`src/rtl/spi_conf_rx_pkg.sv`:
```
// Shared opcodes, default frame length and FSM encoding for the SPI
// configuration receiver.
package spi_conf_rx_pkg;

    localparam logic [3:0] CMD_SET_CONFREG = 4'b0001;
    localparam logic [3:0] CMD_SET_DIVISOR = 4'b0010;
    localparam int         FRAME_BITS_DEF  = 16;

    typedef enum logic [1:0] {
        ST_IDLE   = 2'd0,
        ST_SHIFT  = 2'd1,
        ST_COMMIT = 2'd2,
        ST_ERR    = 2'd3
    } state_t;

    // Bit counter holds at lim so over-long frames never wrap back to a valid count.
    function automatic logic [4:0] cnt_sat(input logic [4:0] cnt, input logic [4:0] lim);
        return (cnt >= lim) ? cnt : cnt + 5'd1;
    endfunction

endpackage

```
`src/rtl/spi_conf_rx_sync_edge.sv`:
```
// Multi-flop synchronizer for one asynchronous input with rise/fall strobes
// taken from the synchronized value.
module sync_edge #(
    parameter int   SYNC_STAGES = 2,
    parameter logic RST_VAL     = 1'b0
) (
    input  logic ck_1356meg,
    input  logic rst,
    input  logic i_async,
    output logic o_sync,
    output logic o_rise,
    output logic o_fall
);

    logic [SYNC_STAGES-1:0] r_sync;
    logic                   r_prev;

    always_ff @(posedge ck_1356meg) begin
        if (rst) begin
            r_sync <= {SYNC_STAGES{RST_VAL}};
            r_prev <= RST_VAL;
        end else begin
            r_sync <= (r_sync << 1) | SYNC_STAGES'(i_async);
            r_prev <= r_sync[SYNC_STAGES-1];
        end
    end

    assign o_sync = r_sync[SYNC_STAGES-1];
    assign o_rise =  o_sync & ~r_prev;
    assign o_fall = ~o_sync &  r_prev;

endmodule

```
`src/rtl/spi_conf_rx.sv`:
```
// SPI slave receiving 16-bit command frames from the ARM; updates the
// configuration and divisor registers and returns a status byte on miso.
module spi_conf_rx
    import spi_conf_rx_pkg::*;
#(
    parameter int FRAME_BITS  = FRAME_BITS_DEF,
    parameter int SYNC_STAGES = 2
) (
    input  logic       ck_1356meg,
    input  logic       rst,
    input  logic       spck,
    input  logic       ncs,
    input  logic       mosi,
    input  logic [7:0] status_in,
    output logic       miso,
    output logic [7:0] conf_word,
    output logic [7:0] divisor,
    output logic       conf_stb,
    output logic       div_stb,
    output logic       frame_err
);

    localparam logic [4:0] CNT_FULL = 5'(FRAME_BITS);
    localparam logic [4:0] CNT_MAX  = 5'(FRAME_BITS + 1);

    logic w_spck_sync, w_spck_rise, w_spck_fall;
    logic w_ncs_sync,  w_ncs_rise,  w_ncs_fall;
    logic w_mosi_sync, w_mosi_rise, w_mosi_fall;
    logic w_unused;

    sync_edge #(.SYNC_STAGES(SYNC_STAGES), .RST_VAL(1'b0)) u_sync_spck (
        .ck_1356meg(ck_1356meg), .rst(rst), .i_async(spck),
        .o_sync(w_spck_sync), .o_rise(w_spck_rise), .o_fall(w_spck_fall)
    );

    // ncs resets low so a frame already running at reset release never shows a fall.
    sync_edge #(.SYNC_STAGES(SYNC_STAGES), .RST_VAL(1'b0)) u_sync_ncs (
        .ck_1356meg(ck_1356meg), .rst(rst), .i_async(ncs),
        .o_sync(w_ncs_sync), .o_rise(w_ncs_rise), .o_fall(w_ncs_fall)
    );

    sync_edge #(.SYNC_STAGES(SYNC_STAGES), .RST_VAL(1'b0)) u_sync_mosi (
        .ck_1356meg(ck_1356meg), .rst(rst), .i_async(mosi),
        .o_sync(w_mosi_sync), .o_rise(w_mosi_rise), .o_fall(w_mosi_fall)
    );

    assign w_unused = ^{w_spck_sync, w_mosi_rise, w_mosi_fall};

    state_t      r_state, w_state_nxt;
    logic [15:0] r_rx, r_tx;
    logic [4:0]  r_cnt;
    logic [7:0]  r_conf_word, r_divisor;
    logic        r_conf_upd, r_div_upd, r_conf_stb, r_div_stb;
    logic        w_start, w_rx_shift, w_tx_shift, w_commit_conf, w_commit_div;

    always_ff @(posedge ck_1356meg) begin
        if (rst) r_state <= ST_IDLE;
        else     r_state <= w_state_nxt;
    end

    always_comb begin
        w_state_nxt   = r_state;
        w_start       = 1'b0;
        w_rx_shift    = 1'b0;
        w_tx_shift    = 1'b0;
        w_commit_conf = 1'b0;
        w_commit_div  = 1'b0;
        unique case (r_state)
            ST_IDLE: begin
                if (w_ncs_fall) begin
                    w_start     = 1'b1;
                    w_state_nxt = ST_SHIFT;
                end
            end
            ST_SHIFT: begin
                // An ncs rise swallows any spck edge seen in the same cycle.
                if (w_ncs_rise) begin
                    w_state_nxt = (r_cnt == CNT_FULL) ? ST_COMMIT : ST_ERR;
                end else begin
                    w_rx_shift = w_spck_rise;
                    w_tx_shift = w_spck_fall;
                end
            end
            ST_COMMIT: begin
                w_commit_conf = (r_rx[15:12] == CMD_SET_CONFREG);
                w_commit_div  = (r_rx[15:12] == CMD_SET_DIVISOR);
                w_state_nxt   = ST_IDLE;
            end
            ST_ERR: begin
                w_state_nxt = ST_IDLE;
            end
            default: w_state_nxt = ST_IDLE;
        endcase
    end

    always_ff @(posedge ck_1356meg) begin
        if (rst) begin
            r_rx        <= '0;
            r_tx        <= '0;
            r_cnt       <= '0;
            r_conf_word <= '0;
            r_divisor   <= '0;
            r_conf_upd  <= 1'b0;
            r_div_upd   <= 1'b0;
            r_conf_stb  <= 1'b0;
            r_div_stb   <= 1'b0;
        end else begin
            if (w_start) begin
                r_rx  <= '0;
                r_cnt <= '0;
                r_tx  <= {status_in, 8'h00};
            end else begin
                if (w_rx_shift) begin
                    r_rx  <= {r_rx[14:0], w_mosi_sync};
                    r_cnt <= cnt_sat(r_cnt, CNT_MAX);
                end
                if (w_tx_shift) r_tx <= {r_tx[14:0], 1'b0};
            end
            if (w_commit_conf) r_conf_word <= r_rx[7:0];
            if (w_commit_div)  r_divisor   <= r_rx[7:0];
            // Strobes trail the register update by one cycle.
            r_conf_upd <= w_commit_conf;
            r_div_upd  <= w_commit_div;
            r_conf_stb <= r_conf_upd;
            r_div_stb  <= r_div_upd;
        end
    end

    assign miso      = ~w_ncs_sync & r_tx[15];
    assign conf_word = r_conf_word;
    assign divisor   = r_divisor;
    assign conf_stb  = r_conf_stb;
    assign div_stb   = r_div_stb;
    assign frame_err = (r_state == ST_ERR);

endmodule

```
`config.mk`:
```
export PLATFORM = sky130hd
export DESIGN_NAME = spi_conf_rx
export DESIGN_NICKNAME = d
export VERILOG_FILES = /design/src/rtl/spi_conf_rx_pkg.sv /design/src/rtl/spi_conf_rx_sync_edge.sv /design/src/rtl/spi_conf_rx.sv
export SDC_FILE = /design/constraint.sdc
export NUM_CORES = 1
export LEC_CHECK = 0
export CORE_ASPECT_RATIO = 0.6
export CORE_UTILIZATION = 40
export CTS_CLUSTER_SIZE = 10
export DETAILED_ROUTE_END_ITERATION = 8
export MAX_ROUTING_LAYER = met4
export PLACE_DENSITY = 0.74
export REMOVE_ABC_BUFFERS = 1
export SYNTH_ARGS = -nofsm -noshare
export SYNTH_HDL_FRONTEND = slang
export SYNTH_SLANG_ARGS = --single-unit
```
`constraint.sdc`:
```
create_clock -name ck_1356meg -period 1.4 [get_ports ck_1356meg]
set_input_delay 0.28 -clock ck_1356meg [delete_from_list [all_inputs] [get_ports ck_1356meg]]
set_output_delay 0.28 -clock ck_1356meg [all_outputs]
set_load 0.01 [all_outputs]
```
==> results of run 1 <==
[per-stage QoR]
step,total power (W),TNS [ns]
global placement,0.00186,-0.217
global route,0.00350,-0.596
floorplan,0.00178,-2.84
CTS,0.00342,-0.241
finish,0.00340,-0.0378
detailed placement,0.00186,-0.0330
[power groups by stage]
| stage | registers, W | clock network (W) | logic (W) |
|---|---|---|---|
| after global placement | 0.00174 | 0 | 0.000114 |
| after CTS | 0.00171 | 0.00160 | 0.000115 |
| after floorplan | 0.00174 | 0 | 0.0000374 |
| after global routing | 0.00171 | 0.00167 | 0.000126 |
| final | 0.00171 | 0.00157 | 0.000116 |
| after detailed placement | 0.00174 | 0 | 0.000115 |
[cell families after synthesis]
family	Yosys count	share of synthesized area [%]
AND/OR/NAND/NOR	94	20.7
flip-flops	59	54.2
AO/OA/AOI/OAI	34	9.13
multiplexers	23	10.6
buffers and inverters	18	3.62
adder cells (fa/ha/maj)	3	1.72
[state kept, by name, indices dropped and copies added (netlist names), 2 cells and up]
name and count:
conf_word 8, divisor 8, r_cnt 5, r_rx 16
r_state 2, r_tx 8, u_sync_mosi.r_sync 2, u_sync_ncs.r_sync 2
u_sync_spck.r_sync 2
[critical path, cell delays in order (launching register included)]
cell and delay [ns]:
dfxtp_2 0.34, buf_4 0.14, and2_1 0.13, clkdlybuf4s15_2 0.22
[synthesized netlist by cell type]
master	count	area share (%)
a211oi_1	7	2.4
a21oi_1	21	4.8
a31oi_1	1	0.29
a41oi_1	1	0.40
and2_1	1	0.29
and2b_1	1	0.34
and4b_1	2	0.92
buf_2	6	1.4
buf_4	1	0.34
clkbuf_1	7	1.2
dfxtp_1	59	54
ha_1	3	1.7
inv_1	4	0.69
mux2i_1	23	11
nand2_1	32	5.5
nand2b_1	2	0.57
nand3_1	6	1.4
nand3b_1	2	0.69
nand4b_1	2	0.80
nor2_1	28	4.8
nor2b_1	10	2.9
nor3_1	1	0.23
nor3b_1	1	0.34
nor4_1	2	0.57
nor4b_1	1	0.40
o21ai_0	2	0.46
o21ai_2	1	0.40
o31ai_1	1	0.34
or2_2	1	0.29
or4_1	2	0.69
[cells in the final DEF (no fill, tap or decap), drive strengths merged, types with 2 or more instances in the layout]
| cell | instances |
|---|---|
| nor4 | 2 |
| nor2 | 28 |
| a211oi | 7 |
| and4b | 2 |
| nand2b | 2 |
| inv | 4 |
| ha | 3 |
| nand3 | 6 |
| or4 | 2 |
| clkbuf | 12 |
| nand2 | 32 |
| nand3b | 2 |
| mux2i | 23 |
| dlygate4sd2 | 19 |
| nor2b | 10 |
| a21oi | 21 |
| nand4b | 2 |
| clkdlybuf4s50 | 12 |
| o21ai | 3 |
| buf | 19 |
| dfxtp | 59 |
[metal layers]
layer | wire (um) | share of wire, % | track usage [%]
met4 | 57 | 1.3 | 7.56
met2 | 1810 | 41 | 25.5
met3 | 221 | 5.0 | 7.55
met5 | 0 | 0 | -
met1 | 2360 | 53 | 20.8
[final cells by class]
class | instances | area share, %
tap | 66 | 2.85
inverter | 4 | 0.517
multi-input combinational | 154 | 32.8
clock inverter | 2 | 1.21
timing repair buffer | 51 | 16.2
sequential | 59 | 40.8
clock buffer | 12 | 5.69
[worst paths after layout]
check,startpoint,cells past startpoint,slack (ns),endpoint
max,r_state[0]$_SDFFE_PP0P_,3,-0.04,frame_err
min,u_sync_mosi.r_sync[1]$_SDFF_PP0_,2,0.43,r_rx[0]$_SDFFE_PP0P_
max reg2reg,r_state[1]$_SDFFE_PP0P_,5,0,r_cnt[2]$_SDFFE_PP0P_
min reg2reg,u_sync_mosi.r_sync[1]$_SDFF_PP0_,2,0.43,r_rx[0]$_SDFFE_PP0P_
[repair_timing]
action | CTS | global route
setup buffers | 0 | 0
setup endpoints to repair | 35 | 21
pin swaps | 3 | 2
resized for setup | 24 | 7
hold buffers | 0 | 0
==> impl_metrics.toml, run 1 <==
[global_route]
grt_pass1_wl_um = 7220
grt_usage_pct = 17.3
grt_pass1_vias = 1587
grt_overflow = 0
antenna_found_initial = 0
grt_max_degree = 39

[min_path]
hp-class = "reg2reg"

[power_and_ir_drop]
power_frac_seq_pct = 50.3
internal_power_w = 0.00270
p_switching_w = 0.000693
switching_share_pct = 20.4
clockPowerShare_pct = 46.3
peakVddDrop_uv = 645
pwr-share-comb_pct = 3.4
power_density_nw_per_um2 = 1170
leakagePower_nw = 1.32

[timing]
finalHoldViolCount = 0
hold-worst-slack_ns = 0.433
fin_crit_sh_pct = 103
drv_slew = 0
rsz0062_at_grt = "true"
skew_ns = 0.00525
fin_crit_ns = 1.44
setup_violations = 1
timing.final.ws_setup_ns = -0.0378
max_freq_mhz = 696
relSlewSlack_pct = 73.8
worst_slew_pin_slew_ns = 0.393

[die]
initial_core_util_pct = 42.3
die_y_um = 59.2
die_w_um = 97.3
num_rows = 20
io_pins = 33
core_area_um2 = 5150
die_area_um2 = 5750

[clock_network]
root_buffer = "clkbuf_8"
clock_path_buffers = 2
cts_tree = "built"
htreeDepth = 3
cts-buffers-inserted = 9
cts.sinks = 59
path_clk_slew_ns = 0.07
clk_latency_ns = 0.33

[cells_and_area]
syn2layout_area_growth_pct = 33.2
final_util_pct = 56.3
multi_input_area_um2 = 951
seq_area_um2 = 1180
antenna_cells = 0
drive_gt1_share_pct = 15.2
nNetsFinal = 295
final_area_um2 = 2900
fillCellCount = 462
fin_cells = 348

[setup_path]
end_kind = "primary output"
arrival_ns = 1.16
cp.required_ns = 1.12
worstPathMaxFanout = 4
critical_path_class = "reg2out"
critPathLaunchType = "register"

[placed_design]
hpwl_um = 2820
place_congestion = 0.793
port_buffers = 32
pre_cts_ws_ns = -0.00938
placed_cell_area_um2 = 2690
dp.cells = 334

[synth]
yosys_register_bits = 59
synth_area_per_cell_um2 = 9.43
syn_area_um2 = 2180
synthCells = 231
synth.distinct_cells = 30
ys_seq_area_share_pct = 54.2
yosysWarnings = 0

[route]
wl_per_cell_um = 12.8
vias_per_cell = 4.86
drt_iter0_drc = 45
finalWirelength_um = 4440
ant_nets = 0
drc = 0
drtPass1Iterations = 4
via_count = 1692

[outcome]
outcome = "finished, violations left"
violations = "setup timing"

[job]
cap_violations = 0
No activity file was read; power rests on OpenSTA's default activity.
==> inputs of run 2 (changes only) <==
--- a/config.mk
+++ b/config.mk
@@ -7,6 +7,7 @@
 export LEC_CHECK = 0
 export CORE_ASPECT_RATIO = 0.6
 export CORE_UTILIZATION = 40
+export CTS_CLUSTER_DIAMETER = 200
 export CTS_CLUSTER_SIZE = 10
 export DETAILED_ROUTE_END_ITERATION = 8
 export MAX_ROUTING_LAYER = met4
==> results of run 2 <==
No change in the layout: final DEF, timing and power equal those of run 1.
